**src/rtl/load_store_unit.sv**
```systemverilog
// -----------------------------------------------------------------------------
// load_store_unit
//
// Data-memory access stage between the multicycle RISC-V datapath and a 64-bit
// data memory. It turns one core load/store request into dword-aligned memory
// transactions:
//   - loads        : one read, result shifted and sign/zero-extended
//   - sd           : one full-dword write
//   - sb / sh / sw : read-modify-write (read the dword, merge, write it back)
// Misaligned accesses and illegal func3 encodings complete with fault=1 and
// never touch memory.
//
// Handshakes:
//   Core side   : req is sampled only while the unit is idle (busy=0); a req
//                 seen while busy is dropped, not queued. Completion is a
//                 one-cycle done pulse; fault qualifies done; rdata holds the
//                 last load result until the next completing load.
//   Memory side : mem_req/mem_we/mem_addr/mem_wdata are registered and stay
//                 stable while mem_req=1. A transfer completes on the rising
//                 edge where mem_req=1 and mem_ack=1. mem_rdata is only
//                 looked at on that edge. mem_ack outside RD/WR is ignored.
//
// Ports:
//   clk        in   rising-edge clock
//   reset      in   asynchronous, active-low reset
//   req        in   core request
//   we         in   1 = store, 0 = load
//   func3      in   RISC-V funct3 (size in [1:0], unsigned/illegal in [2])
//   addr       in   byte address
//   wdata      in   store data (low-order bytes used)
//   busy       out  high whenever the FSM is not in IDLE
//   done       out  one-cycle completion pulse
//   rdata      out  extended load result
//   fault      out  misaligned/illegal flag, valid with done
//   mem_req    out  memory request, held until mem_ack
//   mem_we     out  memory write enable
//   mem_addr   out  dword-aligned memory address
//   mem_wdata  out  dword to write
//   mem_rdata  in   memory read data, valid with mem_ack
//   mem_ack    in   memory completes the current request
//   dbgState   out  current FSM state (0 IDLE, 1 RD, 2 WR, 3 DONE)
// -----------------------------------------------------------------------------
module load_store_unit (
    input  logic        clk,
    input  logic        reset,
    input  logic        req,
    input  logic        we,
    input  logic [2:0]  func3,
    input  logic [63:0] addr,
    input  logic [63:0] wdata,
    output logic        busy,
    output logic        done,
    output logic [63:0] rdata,
    output logic        fault,
    output logic        mem_req,
    output logic        mem_we,
    output logic [63:0] mem_addr,
    output logic [63:0] mem_wdata,
    input  logic [63:0] mem_rdata,
    input  logic        mem_ack,
    output logic [1:0]  dbgState
);

    typedef enum logic [1:0] {
        IDLE = 2'd0,
        RD   = 2'd1,
        WR   = 2'd2,
        DONE = 2'd3
    } stateT;

    stateT       state;

    // Request fields latched when the request is accepted.
    logic        weQ;
    logic [2:0]  func3Q;
    logic [2:0]  offQ;
    logic [63:0] wdataQ;

    // Request decode, evaluated on the live inputs while idle.
    logic        misaligned;
    logic        illegal;
    logic        isSd;

    // Load extraction and store merge, evaluated on latched fields.
    logic [63:0] shiftedRd;
    logic [63:0] loadData;
    logic [7:0]  sizeMask;
    logic [7:0]  laneMask;
    logic [63:0] shiftedWd;
    logic [63:0] mergedData;

    assign dbgState = state;

    always_comb begin
        misaligned = 1'b0;
        case (func3[1:0])
            2'b00:   misaligned = 1'b0;
            2'b01:   misaligned = addr[0];
            2'b10:   misaligned = |addr[1:0];
            default: misaligned = |addr[2:0];
        endcase
        illegal = we ? func3[2] : (func3 == 3'b111);
        isSd    = we && (func3[1:0] == 2'b11);
    end

    // Load: bring the addressed lane down to bit 0, then extend.
    // func3[2]=1 selects zero extension; ld needs no extension at all.
    always_comb begin
        shiftedRd = mem_rdata >> {offQ, 3'b000};
        loadData  = shiftedRd;
        case (func3Q[1:0])
            2'b00:   loadData = func3Q[2] ? {56'b0, shiftedRd[7:0]}
                                          : {{56{shiftedRd[7]}}, shiftedRd[7:0]};
            2'b01:   loadData = func3Q[2] ? {48'b0, shiftedRd[15:0]}
                                          : {{48{shiftedRd[15]}}, shiftedRd[15:0]};
            2'b10:   loadData = func3Q[2] ? {32'b0, shiftedRd[31:0]}
                                          : {{32{shiftedRd[31]}}, shiftedRd[31:0]};
            default: loadData = shiftedRd;
        endcase
    end

    // Store merge: store bytes move up to the addressed lanes; lanes outside
    // the access keep the value just read from memory. Alignment is already
    // guaranteed, so the shifted lane mask never runs past lane 7.
    always_comb begin
        sizeMask = 8'hFF;
        case (func3Q[1:0])
            2'b00:   sizeMask = 8'h01;
            2'b01:   sizeMask = 8'h03;
            2'b10:   sizeMask = 8'h0F;
            default: sizeMask = 8'hFF;
        endcase
        laneMask   = sizeMask << offQ;
        shiftedWd  = wdataQ << {offQ, 3'b000};
        mergedData = mem_rdata;
        for (int k = 0; k < 8; k++) begin
            if (laneMask[k]) begin
                mergedData[8*k +: 8] = shiftedWd[8*k +: 8];
            end
        end
    end

    always_ff @(posedge clk or negedge reset) begin
        if (!reset) begin
            state     <= IDLE;
            busy      <= 1'b0;
            done      <= 1'b0;
            fault     <= 1'b0;
            rdata     <= 64'b0;
            mem_req   <= 1'b0;
            mem_we    <= 1'b0;
            mem_addr  <= 64'b0;
            mem_wdata <= 64'b0;
            weQ       <= 1'b0;
            func3Q    <= 3'b0;
            offQ      <= 3'b0;
            wdataQ    <= 64'b0;
        end else begin
            case (state)
                IDLE: begin
                    if (req) begin
                        weQ    <= we;
                        func3Q <= func3;
                        offQ   <= addr[2:0];
                        wdataQ <= wdata;
                        busy   <= 1'b1;
                        if (misaligned || illegal) begin
                            state <= DONE;
                            done  <= 1'b1;
                            fault <= 1'b1;
                        end else if (isSd) begin
                            state     <= WR;
                            mem_req   <= 1'b1;
                            mem_we    <= 1'b1;
                            mem_addr  <= {addr[63:3], 3'b000};
                            mem_wdata <= wdata;
                        end else begin
                            // Loads and sub-dword stores both start with a read.
                            state    <= RD;
                            mem_req  <= 1'b1;
                            mem_we   <= 1'b0;
                            mem_addr <= {addr[63:3], 3'b000};
                        end
                    end
                end

                RD: begin
                    if (mem_ack) begin
                        if (weQ) begin
                            // mem_req stays high: the write follows directly.
                            state     <= WR;
                            mem_we    <= 1'b1;
                            mem_wdata <= mergedData;
                        end else begin
                            state   <= DONE;
                            mem_req <= 1'b0;
                            done    <= 1'b1;
                            rdata   <= loadData;
                        end
                    end
                end

                WR: begin
                    if (mem_ack) begin
                        state   <= DONE;
                        mem_req <= 1'b0;
                        mem_we  <= 1'b0;
                        done    <= 1'b1;
                    end
                end

                DONE: begin
                    state <= IDLE;
                    busy  <= 1'b0;
                    done  <= 1'b0;
                    fault <= 1'b0;
                end

                default: begin
                    state <= IDLE;
                    busy  <= 1'b0;
                    done  <= 1'b0;
                    fault <= 1'b0;
                end
            endcase
        end
    end

endmodule

```
**config.mk**
```make
export PLATFORM = sky130hd
export DESIGN_NAME = load_store_unit
export DESIGN_NICKNAME = d
export VERILOG_FILES = /design/src/rtl/load_store_unit.sv
export SDC_FILE = /design/constraint.sdc
export NUM_CORES = 1
export LEC_CHECK = 0
export CORE_ASPECT_RATIO = 0.7
export CORE_UTILIZATION = 34
export CTS_CLUSTER_DIAMETER = 40
export DETAILED_ROUTE_END_ITERATION = 12
export SLEW_MARGIN = 20
export SYNTH_ARGS = -nofsm -noshare
export SYNTH_HDL_FRONTEND = slang
export SYNTH_SLANG_ARGS = --single-unit
```
**constraint.sdc**
```tcl
create_clock -name clk -period 2.75 [get_ports clk]
set_clock_uncertainty 0.15 [all_clocks]
set_input_delay 0.55 -clock clk [delete_from_list [all_inputs] [get_ports clk]]
set_output_delay 0.55 -clock clk [all_outputs]
set_load 0.005 [all_outputs]
```
After elaboration in Yosys (flattened, before gate mapping)
Index checks and enable logic that the tools add are counted.

Bits in registers: 267. Output and inout port bits: 199. Input port bits: 200. Logic and storage cells: 104.

Multiplexer cells: 49. Reduce and logical (&&, ||, !) cells: 20. Equal/unequal tests: 17. Bitwise logic cells: 2. Shift operators: 3.

Operator list (number): 64-bit two-way mux (8); 64-bit case mux with 3 select lines (1); 64-bit case mux with 2 select lines (1); 8-bit two-way mux (8); 64-bit by 6-bit left shift with 64-bit output (1); 64-bit by 6-bit >> shifter with 64-bit output (1); 8-bit case mux with 3 select lines (1); 1-bit two-way mux (18); 6-bit AND reduction (3); 2-bit != test (second input constant) (8); 3-bit AND reduction (4); 2-bit equality test (second input constant) (5); 2-bit two-way mux (5); 1-bit case mux with 3 select lines (3); 2-bit case mux with 4 select lines (1); 8-bit by 3-bit left shift with 8-bit output (1); 2-bit by 1-bit equality test with 1-bit output (second input constant) (3); 2-bit zero test (3); 5-bit AND reduction (1); 1-bit case mux with 2 select lines (2); 1-bit case mux with 4 select lines (1); 2-bit AND reduction (2); 2-bit nonzero test (2); 3-bit equality test (second input constant) (1); 6 further kinds (7).

Logic depth before layout (Yosys ltp)
Depth in word-level cells: 7. Gate-level depth with buffers: 9. Mapped depth without buffers: 7.

Least setup slack after synthesis
No wires, ideal clock.

Kind: flip-flop to flip-flop. Start: register state[0], in the netlist dbgState[0]. End: register mem_addr[10]. Arrival time: 2.001 ns. Cell stages (with the launch flop): 8. Data required time: 2.475 ns. Slack: 0.474 ns. Path buffers: 2. Cell sequence: dfrtp_1 inv_1 ha_1 clkbuf_1 nand2_1 nor2_1 buf_2 mux2_2.

Word-level cells in the longest chain between the ends: 2.

RTL lines: start: declaration (line 71) `stateT state;`; start signal: assignment (line 145) `state <= IDLE;`; start signal: assignment (line 168) `state <= DONE;`; start signal: assignment (line 172) `state <= WR;`; 2-bit zero test (line 159) `case (state)`; 3-bit AND reduction (no line); end signal: assignment (line 175) `mem_addr <= {addr[63:3], 3'b000};`; end signal: assignment (line 182) `mem_addr <= {addr[63:3], 3'b000};`; end: declaration (line 57) `output logic [63:0] mem_addr,`.

Every way passes these cells. A chain may end at the register's enable or synchronous reset.

Worst setup path after layout
Start: register offQ[1]. End: register mem_wdata[8].

Word-level cells in the longest chain between the ends: 5.

RTL lines: start: declaration (line 76) `logic [2:0] offQ;`; start signal: assignment (line 164) `offQ <= addr[2:0];`; 64-bit by 6-bit left shift with 64-bit output or 8-bit by 3-bit left shift with 8-bit output (tied branches) (line 134, 133); 8-bit two-way mux (*) (line 137) `if (laneMask[k]) begin`; 64-bit two-way mux (*) (line 189) `if (weQ) begin`; 64-bit two-way mux (*) (line 188) `if (mem_ack) begin`; 64-bit case mux with 2 select lines (*) (line 159); end signal: assignment (line 176) `mem_wdata <= wdata;`; end signal: assignment (line 193) `mem_wdata <= mergedData;`; end: declaration (line 58) `output logic [63:0] mem_wdata,`.

Every way passes the cells marked *; elsewhere a longest branch is shown, timed or not. The select of a mux whose other input is x is not followed.

==> impl_metrics.json <==
{
  "outcome": "finished clean",
  "syn_avg_cell_area_um2": 10.42,
  "cts_buffer_depth": 3,
  "clk_pin_slew_ps": 60,
  "ys_ff_latch": 267,
  "powerDensity_mw_per_mm2": 1341,
  "die_h_um": 178.0,
  "fin_cells": 2490,
  "cts_tree": "yes",
  "final_cell_mix": "clkdlybuf4s50_1, dfrtp_1, mux2_2",
  "drive_above_1_share": 0.2102,
  "synth-edff-count": 0,
  "finalCriticalPeriod_ps": 2573,
  "viasPerCell": 5.529,
  "area_growth_pct": 43.16,
  "wl_um": 61460,
  "drt_iter0_drc": 1359,
  "clock.fmax_mhz": 388.6,
  "finish.utilization": 0.4937,
  "worstHoldStart": "rdata[15]",
  "r2r_end": "mem_wdata[8]",
  "core-area_mm2": 0.04364,
  "yosysWarnings": 0,
  "cp_data_arrival_time_ps": 2830,
  "ioPinCount": 399,
  "drtPass1Iterations": 6,
  "insertion_delay_ps": 540,
  "drv_cap": 0,
  "hpwl_um": 47660,
  "drtAntennaViolNets": 0,
  "synth_cells": 1445,
  "yosys_most_used_dff": "dfrtp_1",
  "p_leak_nw": 8.866,
  "hold_depth": 2,
  "cts.sinks": 267,
  "place_ws_ps": -137.0,
  "final-setup-viol-count": 0,
  "min_period_over_period": 0.9357,
  "vias": 13770,
  "rsz0062_at_grt": "false",
  "place_congestion": 0.9753,
  "hold-path-endpoint": "rdata[15]",
  "crit_required_ps": 3010,
  "ff2ff_path_depth": 6,
  "r2r_slack_ps": 180,
  "ys_seq_area_frac": 0.4439,
  "numCtsBuffers": 38,
  "ys_types": 65,
  "slew_headroom": 0.5757,
  "die_area_mm2": 0.04513,
  "numPortBuffers": 395,
  "htree_levels": 2,
  "syn_area_mm2": 0.01505,
  "first_global_vias": 13500,
  "num_rows": 64,
  "hp-class": "reg2reg",
  "drc": 0,
  "end_kind": "flip-flop",
  "grt_start_max_net_pins": 81,
  "setup_slack_ps": 176.9,
  "grt.overflow.total": 0,
  "start_util": 0.3449,
  "crit_chain": "buf_12 -> or3_1 -> mux2_2 -> mux2i_1 -> buf_4 -> o21ai_0",
  "final_common_cell": "clkdlybuf4s50_1",
  "finalNetCount": 2070,
  "grt_pass1_wl_um": 89130,
  "clockRootBuffer": "clkbuf_16",
  "crit_fanout": 18,
  "track_usage": 0.2679,
  "timing.final.hold_violations": 0,
  "finalMaxSlewViolations": 0,
  "r2r-start": "offQ[1]",
  "nFillCells": 3977,
  "async_reset_ff_frac": 1.000,
  "worst_pin_slew_ps": 636.5,
  "die_w_um": 253.5,
  "critical_path_class": "reg2reg",
  "antenna_found_initial": 6,
  "dp_cells": 2418,
  "critPathSlowestCell": "or3_1",
  "slowest_delay_ps": 620,
  "start_kind": "flip-flop",
  "ir_drop_mv": 0.6726,
  "avgRoutedWirePerCell_um": 24.68
}
[cells by family (layout without fill, tap and decap cells)]
logic type	count (synthesis)	after routing	share of synthesized area
AO/OA/AOI/OAI	383	383	0.1664
AND/OR/NAND/NOR	335	335	0.09710
multiplexers	314	314	0.2452
flip-flops	267	267	0.4439
buffers and inverters	140	586	0.04290
adder cells (fa/ha/maj)	5	5	0.004157
other	1	6	0.0002492
[worst max path at each step]
stage / startpoint / endpoint / slack, ps / depth (start not counted)
4_1_cts: offQ[1] / mem_wdata[8] / 250 / 6
6_report: offQ[1] / mem_wdata[8] / 180 / 6
5_1_grt: offQ[2] / rdata[57] / 110 / 6
2_1_floorplan: dbgState[0] / mem_addr[10] / 470 / 7
3_5_place_dp: mem_rdata[63] / rdata[48] / -140 / 8
3_3_place_gp: mem_rdata[63] / rdata[50] / -80 / 8
[critical path: cells and delay by family, from the launching register on]
family	cells	cell delay (ps)
AOI/OAI and AO/OA	1	70
buffers and inverters	2	400
DFF	1	590
muxes	2	610
and+or+nand+nor	1	620
[synthesized netlist by cell type, types with 7 or more instances]
| cell type | n | share of area |
|---|---|---|
| buf_2 | 38 | 0.013 |
| dfrtp_1 | 267 | 0.44 |
| a211oi_1 | 22 | 0.011 |
| mux2_2 | 188 | 0.14 |
| a21oi_1 | 66 | 0.022 |
| o211a_1 | 9 | 0.0060 |
| o21ai_0 | 97 | 0.032 |
| clkbuf_1 | 62 | 0.015 |
| mux2i_1 | 101 | 0.067 |
| mux4_2 | 25 | 0.037 |
| nand2b_1 | 10 | 0.0042 |
| inv_1 | 17 | 0.0042 |
| o211ai_1 | 18 | 0.0090 |
| buf_4 | 11 | 0.0055 |
| o22a_1 | 15 | 0.0087 |
| nor2_1 | 91 | 0.023 |
| o2bb2ai_1 | 22 | 0.013 |
| nor2b_1 | 30 | 0.012 |
| a31oi_1 | 67 | 0.028 |
| o21ai_1 | 7 | 0.0023 |
| a22oi_1 | 12 | 0.0060 |
| nand2_1 | 169 | 0.042 |
[registers in the layout, indices dropped and copies added, names as in the netlist]
name,flops
rdata,64
weQ,1
mem_we,1
fault,1
mem_wdata,64
wdataQ,64
busy,1
func3Q,3
mem_req,1
offQ,3
done,1
dbgState,2
mem_addr,61
[final cells by class]
class / count / area [µm²] / share of cell area
Sequential cell: 267 / 6690 / 0.3105
Multi-Input combinational cell: 1040 / 7774 / 0.3608
Inverter: 18 / 67.56 / 0.003136
Tap cell: 594 / 743.2 / 0.03449
Antenna cell: 3 / 7.507 / 0.0003484
Timing Repair Buffer: 500 / 4962 / 0.2303
Clock buffer: 45 / 1008 / 0.04680
Clock inverter: 23 / 294.0 / 0.01365
[power breakdown]
part | total, mW | internal, mW | switching [mW]
registers | 7.83 | 5.98 | 1.85
clock network | 5.10 | 3.14 | 1.96
logic | 16.0 | 8.16 | 7.79
total | 28.9 | 17.3 | 11.6
[metrics by stage]
step	setup TNS, ps	area (µm²)	hold slack, ps	total power [mW]
final	0	21550	319.0	28.89
after global routing	0	21540	351.5	30.55
after CTS	0	21540	325.4	28.86
after detailed placement	-5087	20230	314.5	23.63
after global placement	-2437	20230	306.8	23.40
after floorplan	0	15060	104.4	15.99
[per-layer routing]
layer  wire length (µm)  global-route usage  up-vias
met5                 12                   0        -
met2              27080              0.3975      626
li1                   -                   -     6137
met4               1101             0.06263        2
met1              27830              0.3955     6924
met3               5432             0.05720       77
[what timing repair did]
action	CTS	global route
hold buffers	1	0
hold endpoints to repair	51	0
buffers inserted	0	0
gates resized for setup	0	0
Note: power is estimated with default switching activity, not from simulation.
==> RTL change (config.mk and constraints unchanged) <==
Register the output `dbgState` once more, with the module's reset; this adds one clock of latency there. The other outputs are not delayed to match.
--- a/src/rtl/load_store_unit.sv
+++ b/src/rtl/load_store_unit.sv
@@ -90,5 +90,11 @@
     logic [63:0] mergedData;
 
-    assign dbgState = state;
+    always_ff @(posedge clk or negedge reset) begin
+        if (!reset) begin
+            dbgState <= '0;
+        end else begin
+            dbgState <= state;
+        end
+    end
 
     always_comb begin
Formal check against the unedited RTL: not equivalent (a bounded check fails within 4 cycles, from zero or initial values and one cycle with reset low).
==> RTL change against the original RTL <==
Cell area is 1.3% higher. First-iteration DRC count grew 7.6%. Area after synthesis increased by 0.86%. Sequential cell count grew 2. Utilization grew 0.37 points. Non-clock buffer count rose by 32. Routed wire length is 5.9% higher. Worst setup slack worse by 0.064 ns. Total power increased by 0.15%. Fmax down 2.4%. Count of clock-buffer cells in the layout fell by 4.
==> RTL change: results (changes against the original RTL) <==
| Metric | Value |
|---|---|
| Status | finished clean |
| Synth top cells by count | 269 x dfrtp_1, 190 x mux2_2, 143 x nand2_1 |
| WHS | 0.326 ns (+0.00679 ns) |
| Initial antenna violation count | 8 (+2) |
| Sw frac | 41.4% (+1.2 points) |
| Pre-CTS WS | -0.151 ns (-0.0137 ns) |
| Worst path max stage delay | 0.66 ns (+0.04 ns) |
| Post-synthesis mux area share | 22.7% (-1.8 points) |
| Fill cells | 4063 (+2.2%) |
| Overall global routing resource usage | 28.0% (+1.2 points) |
| Setup bufs post-CTS | 0 (unchanged) |
| Wire per inst | 25.5 um (+3.3%) |
| Via/cell ratio | 5.47 (-1.1%) |
| Combinational power | 16.0 mW (about the same) |
| Register area share after synthesis | 44.3% (-0.047 points) |
| Worst-path cell with the longest stage delay | dfrtp_4 |
| Drt total wl | 65.1 mm (+5.9%) |
| Detailed Place HPWL | 51.5 mm (+8.1%) |
| Cell count after placement | 2480 (+2.6%) |
| Largest net degree at the start of global routing | 98 (+21%) |
| Worst-Skew Late Latency | 0.54 ns (about the same) |
| Global-route wire length before repair | 92.3 mm (+3.6%) |
| Vias in the first global route | 13.4k (-0.37%) |
| Leakage power | 8.99 nW (+1.4%) |
| Gpl congestion | 1.00 (+2.7%) |
| Compound-Gate Fraction of Synth Area | 16.8% (+0.20 points) |
| Pint | 17.0 mW (-1.9%) |
| Buffers on Ports | 395 (unchanged) |
| Critical-path maximum fanout | 24 (+6) |
| Fin nets | 2131 (+2.9%) |
| Post-Place Cell Area | 20500 sq um (+1.4%) |
| Number of H-tree levels | 2 (unchanged) |
| Post-synthesis cell count | 1478 (+2.3%) |
| Share of cells above drive strength 1 | 22.4% (+1.4 points) |
| Synth area leaders | dfrtp_1 44%, mux2_2 14%, mux2i_1 7.3% |
| R2R Setup Slk | 0.11 ns (-0.06 ns) |
| Initial drt markers | 1462 (+7.6%) |
| Crit path arrival time | 2.90 ns (+0.07 ns) |
| Clock transition at path regs | 0.06 ns (about the same) |
| Post-Synth Adder-Cell Area | 0.412% (-0.0035 points) |
| Num CTS Buffers | 37 (-2.6%) |
| Synth unique cells | 66 (+1.5%) |
| Post-Synth XOR/XNOR Area | 0% (unchanged) |
| Slew HR | 48.7% (-8.8 points) |
| Worst vdd ir | 0.000704 V (+4.7%) |
| Fin crit share | 95.9% (+2.3 points) |
| Clk. pwr | 4.99 mW (-2%) |
-- RTL change: final timing paths --
| check | start | endpoint | cells past startpoint |
|---|---|---|---|
| setup / recovery | offQ[1]$_DFFE_PN0P_ | mem_wdata[38]$_DFFE_PN0P_ | 6 |
| hold / removal | mem_wdata[0]$_DFFE_PN0P_ | mem_wdata[0]$_DFFE_PN0P_ | 1 |
| setup reg to reg | offQ[1]$_DFFE_PN0P_ | mem_wdata[38]$_DFFE_PN0P_ | 6 |
| hold reg to reg | mem_wdata[0]$_DFFE_PN0P_ | mem_wdata[0]$_DFFE_PN0P_ | 1 |
| max in group asynchronous | reset | offQ[0]$_DFFE_PN0P_ | 3 |
| min in group asynchronous | reset | mem_wdata[50]$_DFFE_PN0P_ | 2 |
-- RTL change: final cells by class --
type,count,share of cell area (%)
clock buffers,41,4.55
inverters,10,0.172
multi-input cells,1076,35.6
repair buffers,532,24.0
clock inverters,27,1.36
flip-flops and latches,269,30.9
diodes,3,0.0344
well taps,594,3.40
-- RTL change: worst max-delay path, delay by kind of cell (launching register included) --
kind,cells,cell delay (ns)
muxes,2,0.80
DFF,1,0.66
AOI/OAI and AO/OA,2,0.50
buffers and inverters,1,0.31
and+or+nand+nor,1,0.09
-- RTL change: through the flow --
stage               util [%]  TNS (ns)
finish                  49.7         0
CTS                     49.7         0
floorplan                  -         0
global route            49.7         0
global placement        46.7     -5.07
detailed placement      46.7     -6.63
-- RTL change: metal layers --
metal | GRT usage (%) | up-vias | share of wire [%]
li1 | - | 6305 | -
met2 | 39.0 | 595 | 42
met3 | 9.36 | 104 | 9.7
met1 | 40.5 | 6937 | 46
met5 | 0 | - | 0.063
met4 | 8.33 | 6 | 2.5
-- RTL change: repair_timing --
item	CTS	global route
hold endpoints to repair	58	0
setup endpoints to repair	0	2
hold buffers	1	0
resized for setup	0	2
